`src/rtl/shift_reg_seq.sv`:
```
// Sequential shift engine: parallel load, single-step shift and
// multi-step Start commands tracked by a down-counter with Busy/Done.
module shift_reg_seq #(
    parameter int WIDTH = 32,
    parameter int AMT_W = 6
) (
    input  logic             Clk,
    input  logic             Reset,
    input  logic             Load,
    input  logic [WIDTH-1:0] D,
    input  logic             Start,
    input  logic [AMT_W-1:0] Amount,
    input  logic [2:0]       Mode,
    input  logic             ShiftIn,
    input  logic             Shift_En,
    output logic [WIDTH-1:0] Data_Out,
    output logic             ShiftOut,
    output logic             Busy,
    output logic             Done
);

    typedef enum logic [1:0] {
        S_IDLE,
        S_SHIFT,
        S_DONE
    } state_t;

    localparam logic [2:0] MODE_LSL = 3'b000;
    localparam logic [2:0] MODE_LSR = 3'b001;
    localparam logic [2:0] MODE_ASR = 3'b010;
    localparam logic [2:0] MODE_ROL = 3'b011;
    localparam logic [2:0] MODE_ROR = 3'b100;

    state_t           state_q, state_d;
    logic [AMT_W-1:0] cnt_q, cnt_d;
    logic [2:0]       mode_q, mode_d;
    logic [WIDTH-1:0] data_q, data_d;
    logic             sout_q, sout_d;

    // Returns {shifted-out bit, next data}; reserved modes hold both.
    function automatic logic [WIDTH:0] step_f(
        input logic [WIDTH-1:0] q,
        input logic [2:0]       m,
        input logic             si,
        input logic             so
    );
        logic [WIDTH:0] r;
        r = {so, q};
        case (m)
            MODE_LSL: r = {q[WIDTH-1], q[WIDTH-2:0], si};
            MODE_LSR: r = {q[0], si, q[WIDTH-1:1]};
            MODE_ASR: r = {q[0], q[WIDTH-1], q[WIDTH-1:1]};
            MODE_ROL: r = {q[WIDTH-1], q[WIDTH-2:0], q[WIDTH-1]};
            MODE_ROR: r = {q[0], q[0], q[WIDTH-1:1]};
            default:  r = {so, q};
        endcase
        return r;
    endfunction

    logic [WIDTH:0] live_step;
    logic [WIDTH:0] latched_step;

    always_comb begin
        live_step    = step_f(data_q, Mode, ShiftIn, sout_q);
        latched_step = step_f(data_q, mode_q, ShiftIn, sout_q);
    end

    always_comb begin
        state_d = state_q;
        cnt_d   = cnt_q;
        mode_d  = mode_q;
        data_d  = data_q;
        sout_d  = sout_q;

        case (state_q)
            S_IDLE: begin
                if (Start) begin
                    mode_d = Mode;
                    if (Amount == '0) begin
                        state_d = S_DONE;
                    end else begin
                        state_d = S_SHIFT;
                        cnt_d   = Amount;
                    end
                end else if (Shift_En) begin
                    {sout_d, data_d} = live_step;
                end
            end
            S_SHIFT: begin
                {sout_d, data_d} = latched_step;
                cnt_d = cnt_q - AMT_W'(1);
                if (cnt_q == AMT_W'(1)) begin
                    state_d = S_DONE;
                end
            end
            S_DONE: begin
                state_d = S_IDLE;
            end
            default: begin
                state_d = S_IDLE;
            end
        endcase

        // Load overrides everything and silently aborts a running shift.
        if (Load) begin
            data_d  = D;
            state_d = S_IDLE;
            cnt_d   = '0;
            sout_d  = sout_q;
        end
    end

    always_ff @(posedge Clk or posedge Reset) begin
        if (Reset) begin
            state_q <= S_IDLE;
            cnt_q   <= '0;
            mode_q  <= '0;
            data_q  <= '0;
            sout_q  <= 1'b0;
        end else begin
            state_q <= state_d;
            cnt_q   <= cnt_d;
            mode_q  <= mode_d;
            data_q  <= data_d;
            sout_q  <= sout_d;
        end
    end

    assign Data_Out = data_q;
    assign ShiftOut = sout_q;
    assign Busy     = (state_q == S_SHIFT);
    assign Done     = (state_q == S_DONE);

endmodule

```
`config.mk`:
```
export PLATFORM = sky130hd
export DESIGN_NAME = shift_reg_seq
export DESIGN_NICKNAME = d
export VERILOG_FILES = /design/src/rtl/shift_reg_seq.sv
export SDC_FILE = /design/constraint.sdc
export NUM_CORES = 1
export LEC_CHECK = 0
export CORE_UTILIZATION = 44
export CTS_CLUSTER_SIZE = 25
export DETAILED_ROUTE_END_ITERATION = 10
export GPL_ROUTABILITY_DRIVEN = 0
export GPL_TIMING_DRIVEN = 0
export PLACE_DENSITY = 0.8
export SYNTH_ARGS = -nofsm -noshare
export SYNTH_HDL_FRONTEND = slang
export SYNTH_SLANG_ARGS = --single-unit
```
`constraint.sdc`:
```
create_clock -name Clk -period 1.61 [get_ports Clk]
set_input_delay 0.2415 -clock Clk [delete_from_list [all_inputs] [get_ports Clk]]
set_output_delay 0.2415 -clock Clk [all_outputs]
set_load 0.05 [all_outputs]
```
==> results of run 1 <==
==> power groups by stage <==
stage | Sequential, W | Combinational [W] | Clock, W
after floorplan | 0.00193 | 0.000869 | 0
after global placement | 0.00146 | 0.00192 | 0
after detailed placement | 0.00146 | 0.00197 | 0
after CTS | 0.00144 | 0.00213 | 0.000772
after global routing | 0.00147 | 0.00234 | 0.000824
final | 0.00145 | 0.00221 | 0.000773
==> sequential cells by signal, indices dropped and copies added, names as in the netlist <==
| name | cells |
|---|---|
| Data_Out | 32 |
| cnt_q | 6 |
| mode_q | 3 |
| state_q | 2 |
| ShiftOut | 1 |
==> logic make-up (layout without fill, tap and decap cells) <==
| group | Yosys count | after routing | share of synthesized area |
|---|---|---|---|
| AND/OR/NAND/NOR | 183 | 183 | 0.285 |
| multiplexers | 45 | 45 | 0.156 |
| buffers and inverters | 45 | 147 | 0.0732 |
| flip-flops | 44 | 44 | 0.368 |
| AO/OA/AOI/OAI | 42 | 42 | 0.101 |
| adder cells (fa/ha/maj) | 2 | 2 | 0.00836 |
| XOR/XNOR | 2 | 2 | 0.00837 |
==> stage by stage <==
step	setup TNS [ps]	util	area, sq um
finish	-2600	0.668	4320
global route	-4570	0.668	4320
CTS	-2130	0.658	4250
detailed placement	-17510	0.606	3920
global placement	-41910	0.603	3890
floorplan	-1150	-	3020
==> cells in the mapped netlist (all sizes together) <==
| cell type | instances | share of area |
|---|---|---|
| ha | 2 | 0.0084 |
| nor3b | 3 | 0.0075 |
| a311oi | 1 | 0.0029 |
| o22a | 1 | 0.0029 |
| o32ai | 4 | 0.012 |
| a2111oi | 1 | 0.0029 |
| nand3 | 3 | 0.0050 |
| nand2b | 3 | 0.0088 |
| xor2 | 2 | 0.0084 |
| nand2 | 36 | 0.045 |
| o21ai | 9 | 0.015 |
| and2 | 2 | 0.0050 |
| dfrtp | 44 | 0.37 |
| nand3b | 1 | 0.0025 |
| buf | 16 | 0.036 |
| a211oi | 2 | 0.0050 |
| a22oi | 3 | 0.0075 |
| inv | 15 | 0.020 |
| o221ai | 1 | 0.0029 |
| mux2 | 4 | 0.015 |
| or2 | 2 | 0.0042 |
| nor2b | 1 | 0.0021 |
| mux2i | 41 | 0.14 |
| nor3 | 59 | 0.099 |
| a31oi | 2 | 0.0042 |
| nor4bb | 1 | 0.0033 |
| clkbuf | 14 | 0.018 |
| nor4b | 2 | 0.0059 |
| a32o | 1 | 0.0033 |
| a221oi | 4 | 0.018 |
| or4 | 1 | 0.0025 |
| nor2 | 62 | 0.078 |
| nand4 | 1 | 0.0021 |
| nand4bb | 1 | 0.0038 |
| a32oi | 1 | 0.0029 |
| nor4 | 3 | 0.0063 |
| a21oi | 9 | 0.015 |
| or3 | 1 | 0.0021 |
| o22ai | 3 | 0.0063 |
| and3 | 1 | 0.0021 |
==> path summary, 6_finish.rpt <==
check	startpoint	to	slack (ps)
setup / recovery	mode_q[1]	Data_Out[29]	-160
hold / removal	Reset	state_q[1]	150
setup reg to reg	mode_q[1]	Data_Out[29]	-160
hold reg to reg	ShiftOut	ShiftOut	490
max in group asynchronous	Reset	Data_Out[1]	990
min in group Clk	Mode[0]	mode_q[0]	250
==> cell type report <==
class	count	area share
clock buffer	6	0.0191
timing repair buffer	94	0.217
multi-input combinational	274	0.414
inverter	15	0.0148
buffer	30	0.0536
clock inverter	2	0.00319
tap	77	0.0223
sequential	44	0.256
==> per-layer routing <==
layer / share of wire / vias up / GRT usage / routed length, um
met2: 0.49 / 166 / 0.426 / 4450
li1: - / 1486 / - / -
met1: 0.42 / 1509 / 0.332 / 3770
met5: 0 / - / 0 / 0
met4: 0.022 / 0 / 0.105 / 197
met3: 0.071 / 23 / 0.0413 / 646
==> critical path: cells and delay by family, from the launching register on <==
family	cells	cell delay [ps]
buffers and inverters	3	450
XOR/XNOR	1	180
AO/OA/AOI/OAI	2	410
flip-flops	1	380
multiplexers	2	250
==> repair_timing <==
action / in CTS / in global routing
gates cloned: 3 / 0
pin swaps: 18 / 14
endpoints found under the setup margin: 72 / 42
buffers inserted: 13 / 1
gates resized for setup: 78 / 25
==> out/qor.txt, run 1 <==
CTS Hold Bufs = 0
Num ports = 82
Final Cycle Share = 1.10
Pwr dens = 1030 nW/um^2
Pleak = 1.83 nW
Slew Viols, Final = 0
CP startpoint kind = flop
Clk sinks = 44
Power Internal = 0.00252 W
Fmax achieved = 566 MHz
Die Ht = 84.5 um
TritonCTS buffer count = 5
Dpl ws = -493 ps
Full die area = 7130 sq um
Fill cells = 532
Crit Path Max Fanout = 6
Status = complete, but fails checks
Crit-path slowest cell = dfrtp_1
Total Nets Final = 513
Logic pwr share = 0.499
Maximum clock path buffer count = 2
Slew headroom = 0.677
Grt ovf = 0
Avg WL per Cell = 16.7 um
DRT Pass-1 Iters = 8
Rows = 29
Vias in the first global route = 3116
Max incr delay on CP = 380 ps
Fin crit period = 1770 ps
Reg2Reg Depth = 8
Failing checks = DRC, setup timing
Post-Syn Area per Cell = 8.24 sq um
Initial antenna violation count = 0
Seq pwr share = 0.327
CTS tree = yes
Final setup margin = -156 ps
Hold Vio Cnt, Final = 0
Distinct cells, synth = 51
Share of cells above drive strength 1 = 0.176
Area growth syn-to-layout = 44.3%
Multi-input gate area = 1790 sq um
Maximum VDD drop = 0.000430 V
Most frequent cells in the layout = nor2_1 (61), nor3_1 (55), dfrtp_1 (42), clkdlybuf4s50_1 (41), mux2i_1 (39)
Skew final = 7.76 ps
Via/cell ratio = 5.87
Core area = 6460 sq um
Root Buffer = clkbuf_8
Post-detail-place hpwl = 6110 um
Area occupied by registers = 1100 sq um
Worst Tran Pin Value = 472 ps
Req. time, crit path = 1830 ps
Post-Layout Cell Count = 542
Post-Synthesis Cells = 363
Number of H-tree levels = 2
Clock share of power = 0.175
Total GRT Usage = 0.255
Leading cell type in the layout, fill and taps excluded = nor2_1
Critical Path End Type = flop
Mapped Nets = 412
# diodes = 0
CP most frequent cell = buf_12
CTS clock-pin slew for the worst setup and hold paths = 90 ps
Critical path, cell by cell = buf_6 -> xor2_4 -> o21ai_2 -> mux2i_4 -> buf_12 -> buf_12 -> mux2i_1 -> a221oi_2
Starting Density = 0.463
Max Cap Violations = 0
Largest net degree at the start of global routing = 39
Placed instance count = 519
Global-route wire length before repair = 14600 um
Warnings, synthesis = 0
Worst path arrival time = 1980 ps
Seq/Total Area, Yosys = 0.368
DRC violations left = 8
Worst hold path type = primary input to async pin
Psw = 0.00191 W
Die width = 84.5 um
Post-Syn Area = 2990 sq um
Via count = 3184
RSZ-0062 raised after global routing = true
Setup violators final = 32
Fin Hold WS = 146 ps
Final Power = 0.00443 W
Switching part of the total = 0.431
WL final = 9060 um
Detailed Route Iter0 Violations = 323
IO buf count = 78
Antenna Nets Post-Route = 0
Register bit total from synthesis = 44
Clk Latency, worst-skew pair = 310 ps
Setup Crit Path Kind = flop to flop
Power figures use the tool's default switching activity.
==> inputs of run 2 (changes only) <==
--- a/config.mk
+++ b/config.mk
@@ -5,12 +5,15 @@
 export SDC_FILE = /design/constraint.sdc
 export NUM_CORES = 1
 export LEC_CHECK = 0
-export CORE_UTILIZATION = 44
+export ABC_CLOCK_PERIOD_IN_PS = 1610
+export CELL_PAD_IN_SITES_DETAIL_PLACEMENT = 1
+export CELL_PAD_IN_SITES_GLOBAL_PLACEMENT = 2
+export CORE_UTILIZATION = 25
 export CTS_CLUSTER_SIZE = 25
 export DETAILED_ROUTE_END_ITERATION = 10
 export GPL_ROUTABILITY_DRIVEN = 0
 export GPL_TIMING_DRIVEN = 0
-export PLACE_DENSITY = 0.8
+export PLACE_DENSITY = 0.79
 export SYNTH_ARGS = -nofsm -noshare
 export SYNTH_HDL_FRONTEND = slang
 export SYNTH_SLANG_ARGS = --single-unit
==> out/qor.txt, run 2 (synthesized netlist as in run 1, its figures left out) <==
Status = complete, but fails checks
Failing checks = DRC, setup timing
Total Nets Final = 521 (+1.6%)
# diodes = 0 (unchanged)
Core area = 11500 sq um (+78%)
Clk Latency, worst-skew pair = 290 ps (-20 ps)
Skew final = 7.34 ps (-0.422 ps)
Pleak = 1.96 nW (+7.0%)
CTS clock-pin slew for the worst setup and hold paths = 70 ps (-20 ps)
Final Power = 0.00509 W (+15%)
Crit Path Max Fanout = 7 (+1)
Met2 Use GR = 0.299 (-0.127)
Most frequent cells in the layout = nor2_1 (61), nor3_1 (52), dfrtp_1 (41), clkdlybuf4s50_1 (39), nand2_1 (35)
Rows = 39 (+34%)
Total GRT Usage = 0.173 (-0.0821)
Slew Viols, Final = 0 (unchanged)
Avg WL per Cell = 18.0 um (+7.5%)
Largest net degree at the start of global routing = 29 (-26%)
Met1 Track Usage GR = 0.233 (-0.0986)
RSZ-0062 raised after global routing = true
Worst path arrival time = 1950 ps (-30 ps)
Full die area = 12400 sq um (+74%)
Slew headroom = 0.620 (-0.0577)
Die Ht = 111 um (+32%)
Power Internal = 0.00305 W (+21%)
Hold Vio Cnt, Final = 0 (unchanged)
Critical Path End Type = flop
Critical path, cell by cell = buf_6 -> xor2_4 -> o21ai_4 -> mux2i_4 -> buf_12 -> buf_12 -> mux2i_1 -> a221oi_2
WL final = 11100 um (+22%)
Final Cycle Share = 1.09 (-0.00234)
Clock share of power = 0.233 (+0.058)
Area growth syn-to-layout = 58.6%
Psw = 0.00204 W (+6.9%)
Grt ovf = 0 (unchanged)
CTS tree = yes
Worst hold path type = primary input to async pin
TritonCTS buffer count = 5 (unchanged)
Initial antenna violation count = 0 (unchanged)
Max reg flops = 32 (unchanged)
Detailed Route Iter0 Violations = 153 (-53%)
Req. time, crit path = 1800 ps (-30 ps)
Clk sinks = 44 (unchanged)
Crit-path slowest cell = dfrtp_1
Worst Tran Pin Value = 571 ps (+98.8 ps)
Final TNS setup = -2670 ps (-67.7 ps)
Final instance area = 4750 sq um (+9.9%)
Antenna Nets Post-Route = 0 (unchanged)
Pwr dens = 1070 nW/um^2 (+4.6%)
Delay-heaviest family, CP = buffers and inverters
Leading cell type in the layout, fill and taps excluded = nor2_1
Maximum VDD drop = 0.000421 V (-2.1%)
Root Buffer = clkbuf_16
Buf/Inv on CP = 3 (unchanged)
Global-route wire length before repair = 17200 um (+17%)
Setup violators final = 33 (+3.1%)
IO buf count = 78 (unchanged)
Via/cell ratio = 5.04 (-14%)
Fmax achieved = 567 MHz (+0.21%)
Fin crit period = 1760 ps (-3.77 ps)
Core Util, Final = 0.412 (-0.256)
Seq pwr share = 0.287 (-0.040)
Post-detail-place hpwl = 7660 um (+25%)
Num ports = 82 (unchanged)
Vias in the first global route = 3205 (+2.9%)
GR Util met3 = 0.0191 (-0.0222)
Starting Density = 0.260 (-0.203)
DRT Pass-1 Iters = 7 (-1)
Via count = 3103 (-2.5%)
CP most frequent cell = buf_12
DRC violations left = 8 (unchanged)
Max Cap Violations = 0 (unchanged)
Final setup margin = -152 ps (+3.77 ps)
Share of cells above drive strength 1 = 0.233 (+0.0562)
Post-DP Area = 4000 sq um (+2.1%)
Gr busiest metal = met2
CP startpoint kind = flop
Logic pwr share = 0.480 (-0.019)
Number of H-tree levels = 2 (unchanged)
Switching part of the total = 0.401 (-0.0300)
Die width = 111 um (+32%)
Setup Crit Path Kind = flop to flop
Max incr delay on CP = 370 ps (about the same)
Maximum clock path buffer count = 2 (unchanged)
## run 2: layout make-up
| cell class | instances | area (sq um) |
|---|---|---|
| Buffer | 28 | 243 |
| Clock buffer | 5 | 125 |
| Clock inverter | 3 | 42.5 |
| Fill cell | 1351 | 6770 |
| Inverter | 15 | 63.8 |
| Multi-Input combinational cell | 274 | 1920 |
| Sequential cell | 44 | 1100 |
| Tap cell | 143 | 179 |
| Timing Repair Buffer | 104 | 1070 |
## run 2: path summary, 6_finish.rpt
check / to / start / depth (start not counted) / slack [ps]
worst max register to register: Data_Out[1] / mode_q[0] / 8 / -150
min in group Clk: mode_q[0] / Mode[0] / 2 / 300
max in group asynchronous: Data_Out[1] / Reset / 3 / 820
worst max-delay path: Data_Out[1] / mode_q[0] / 8 / -150
worst min-delay path: Data_Out[26] / Reset / 2 / 270
worst min register to register: ShiftOut / ShiftOut / 1 / 510
## run 2: power groups by stage
stage	logic (W)	clock network, W	registers [W]
6_report	0.00244	0.00118	0.00146
5_1_grt	0.00258	0.00125	0.00149
4_1_cts	0.00216	0.00122	0.00146
3_5_place_dp	0.00202	0	0.00148
3_3_place_gp	0.00198	0	0.00147
2_1_floorplan	0.000869	0	0.00193
## run 2: per-stage QoR
stage,hold slack (ps),setup WS [ps],std cells
finish,266,-152,616
global route,299,-212,616
CTS,286,-190,600
detailed placement,476,-645,585
global placement,484,-923,584
floorplan,368,-63.6,363
## run 2: repair_timing
item | CTS | global route
gates resized for setup | 84 | 52
buffers inserted | 5 | 15
pin swaps | 16 | 20
setup endpoints to repair | 73 | 42
hold buffers | 0 | 0
cloned | 2 | 3
## run 2: routing by layer
| metal | vias up | wire length [um] |
|---|---|---|
| met1 | 1547 | 4890 |
| met5 | - | 0 |
| met2 | 53 | 5820 |
| li1 | 1496 | - |
| met3 | 7 | 270 |
| met4 | 0 | 87 |
==> variant 1, RTL diff (settings of run 2) <==
Make the reset (`Reset`) synchronous in one clocked block.
--- a/src/rtl/shift_reg_seq.sv
+++ b/src/rtl/shift_reg_seq.sv
@@ -110,7 +110,7 @@
         end
     end
 
-    always_ff @(posedge Clk or posedge Reset) begin
+    always_ff @(posedge Clk) begin
         if (Reset) begin
             state_q <= S_IDLE;
             cnt_q   <= '0;
Check against the original RTL: differs if Reset is asserted again (counterexample within 4 cycles, from zero or initial values and one cycle with Reset high); with Reset held inactive, the same outputs for 10 cycles.
==> variant 1 against run 2 <==
- via count up 11%
- the flow finishes with violations (setup timing)
- design area up 4.4%
- sequential power down 8%
- power down 19%
- area after synthesis up 11%
- worst hold slack worse by 0.0088 ns
- routed wire length up 15%
- global-route usage up 1.5 points
- critical path type unchanged
- die area up 11%
- worst setup slack better by 0.041 ns
- sequential cell count unchanged
==> variant 1: results (changes against run 2) <==
status=finished, violations left (unchanged); failing checks=setup timing (was DRC, setup timing); Lkg Pwr=0.00203 uW (was 0.00196 uW); DP Worst Slack=-0.488 ns (was -0.645 ns); total negative slack=-1.24 ns (was -2.67 ns); non-clock buffer area fraction after layout=23.4% (was 27.6%); critical path's slowest cell=dfxtp_4 (was dfrtp_1); FFs w/ async S/R, synth=0% (was 100%); via count=3,440 (was 3,103); initial cell density of the core=26.0% (about the same); Non-clock buffers=121 (was 132); Port Buffer Count=77 (was 78); final worst slack=-0.111 ns (was -0.152 ns); VDD IR max=0.346 mV (was 0.421 mV); Post-CTS Setup Inserts=7 (was 5); hpwl dp=8610 um (was 7660 um); DRT iter0 DRCs=154 (was 153); Area contributors post-synth=dfxtp_1 26%, mux2_1 20%, a311oi_1 7.9% (was dfrtp_1 37%, mux2i_1 13%, nor3_1 9.9%); count of multi-input gates=315 (was 274); Cell Area, Placed=4320 um2 (was 4000 um2); Final setup viols=24 (was 33); mux cell area share after synthesis=23.0% (was 15.6%); Area Overhead vs Synth=48.6% (was 58.6%); Final nets=547 (was 521); FP Rows=41 (was 39); clock network area share=2.91% (was 3.53%); post-cts gate resize count=154 (was 84); complex-gate fraction of the synthesized area=23.6% (was 10.1%); sw frac=38.2% (was 40.1%); first-pass GRT wire length=20,900 um (was 17,200 um); placed cell count=652 (was 585); Setup Skew=0.00987 ns (was 0.00734 ns); sequential share of cell area=18.0% (was 23.3%)
## variant 1: cell types whose count changed after synthesis, moves of 29 or more
cell,delta
a311oi_1,+29
dfrtp_1,-44
dfxtp_1,+44
mux2_1,+58
mux2i_1,-36
nand2_1,+32
nor3_1,-55
## variant 1: worst paths after layout
check                           startpoint         to  slack (ns)  cells past startpoint
worst max register to register   mode_q[0]   ShiftOut       -0.11                      7
worst min-delay path               Mode[0]  mode_q[0]        0.26                      3
worst min register to register    cnt_q[4]   cnt_q[4]        0.49                      2
worst max-delay path             mode_q[0]   ShiftOut       -0.11                      7
## variant 1: routing by layer
| metal | GRT usage (%) | wire length [um] | part of all wire, % | up-vias |
|---|---|---|---|---|
| li1 | - | - | - | 1653 |
| met1 | 24.4 | 5950 | 47 | 1705 |
| met2 | 31.6 | 6050 | 48 | 69 |
| met3 | 3.63 | 510 | 4.0 | 13 |
| met4 | 5.13 | 168 | 1.3 | 0 |
| met5 | 0 | 0 | 0 | - |
==> variant 2, RTL diff (config.mk and constraints of run 2) <==
Made on the original files. Change the parameter `AMT_W` from 6 to 3.
--- a/src/rtl/shift_reg_seq.sv
+++ b/src/rtl/shift_reg_seq.sv
@@ -2,7 +2,7 @@
 // multi-step Start commands tracked by a down-counter with Busy/Done.
 module shift_reg_seq #(
     parameter int WIDTH = 32,
-    parameter int AMT_W = 6
+    parameter int AMT_W = 3
 ) (
     input  logic             Clk,
     input  logic             Reset,
Ports: changed (resized Amount); port bits go from 82 to 79. The function was not compared with the original's and may differ.
==> variant 2 against run 2 <==
- the flow finishes with violations (setup timing)
- area after synthesis shrank 2.6%
- design area grew 2.5%
- first-iteration DRC count shrank 23%
- sequential cell count shrank 3
- worst hold slack gained 0.018 ns
- sequential power grew 13%
- power grew 18%
- routed wire length grew 11%
- synthesized cell count shrank 2.2%
- die area shrank 2.5%
- worst setup slack lost 0.045 ns
- largest cell class unchanged
==> variant 2: results (changes against run 2) <==
mux cell area share after synthesis=6.95% (was 15.6%); post-DR vias/cell=5.33 (was 5.04); pin count of the biggest net entering global routing=24 (was 29); Cell Area, Placed=4040 um2 (was 4000 um2); Inverters, non-clock=12 (was 15); status=finished, violations left (unchanged); syn_nets=401 (was 412); Root Buffer=clkbuf_16 (unchanged); VDD IR max=0.519 mV (was 0.421 mV); DRT Pass-1 Iters=4 (was 7); Max Fanout on Critical Path=6 (was 7); FF+latch area=1030 um2 (was 1100 um2); count of cell types in the netlist=46 (was 51); reg-to-reg startpoint=mode_q[1] (was mode_q[0]); TritonCTS Sinks=41 (was 44); hpwl dp=8370 um (was 7660 um); final worst slack=-0.198 ns (was -0.152 ns); total CTS buffers=5 (unchanged); failing checks=setup timing (was DRC, setup timing); sw frac=44.2% (was 40.1%); critical path's slowest cell=dfrtp_2 (was dfrtp_1); RR Endpoint=Data_Out[18] (was Data_Out[1]); Area contributors post-synth=dfrtp_1 35%, nor2_1 7.6%, o21ai_0 5.8% (was dfrtp_1 37%, mux2i_1 13%, nor3_1 9.9%); Top Family by Delay on Critical Path=compound AO/OA/AOI/OAI gates (was buffers and inverters); fraction of area in multi-input gates=42.6% (was 40.5%); Post-CTS Setup Inserts=18 (was 5); Slew headroom=67.0% (was 62.0%); Port Buffer Count=77 (was 78); count of multi-input gates=276 (was 274); FFs w/ async S/R, synth=100% (unchanged); Post-Route WL=12,300 um (was 11,100 um); hold_ws=0.284 ns (was 0.266 ns); clock network area share=3.91% (was 3.53%); vias in the first global route=3,475 (was 3,205); Power Sequential=1650 uW (was 1460 uW); sequential fraction of the synthesis area=35.2% (was 36.8%); Clock Power Share=22.2% (was 23.3%); Synth Area in Adders=0.858% (was 0.836%); Area Overhead vs Synth=66.8% (was 58.6%); Non-clock buffers=139 (was 132); commonest cells in the netlist=59 x nor2_1, 41 x dfrtp_1, 34 x o21ai_0 (was 62 x nor2_1, 59 x nor3_1, 44 x dfrtp_1); complex-gate fraction of the synthesized area=31.7% (was 10.1%); Lkg Pwr=0.00197 uW (was 0.00196 uW); Startpoint Class=register (unchanged); post-cts gate resize count=140 (was 84); first-pass GRT wire length=19,300 um (was 17,200 um); total negative slack=-3.61 ns (was -2.67 ns); gr usage total=21.1% (was 17.3%); non-clock buffer area fraction after layout=27.3% (was 27.6%); Multi-input gate area=2070 um2 (was 1920 um2); clock latency on the worst-skew pair=0.29 ns (about the same); worst stage delay on the critical path=0.43 ns (was 0.37 ns); XOR/XNOR Fraction of Synth Area=0.858% (was 0.836%); DRT iter0 DRCs=118 (was 153); fill count=1,333 (was 1,351); Final setup viols=31 (was 33); DP Worst Slack=-0.865 ns (was -0.645 ns); Setup Skew=0.00437 ns (was 0.00734 ns); layout cells sized above 1=33.8% (was 23.3%)
[variant 2: cell types whose count changed in the layout (fill, tap and decap cells not counted), moves of 8 or more]
cell,before,now
buf_6,6,18
a31oi_1,1,12
o21ai_2,0,8
nor2_1,61,45
o21ai_1,3,14
dlygate4sd2_1,33,21
nor3_1,52,15
o21ai_0,4,12
mux2i_1,30,9
nand2_1,35,24
a221oi_2,3,14
o22ai_1,1,13
[variant 2: stage by stage]
stage,cells,power [uW]
after CTS,608,5810
after floorplan,355,3240
after global routing,619,6280
after global placement,575,4110
after detailed placement,576,4170
final,619,5990
[variant 2: layer usage]
layer | up-vias | wire, um | global-route usage, %
li1 | 1567 | - | -
met1 | 1638 | 5550 | 27.8
met2 | 81 | 6140 | 36.3
met3 | 15 | 474 | 3.23
met4 | 0 | 159 | 4.67
met5 | - | 0 | 0
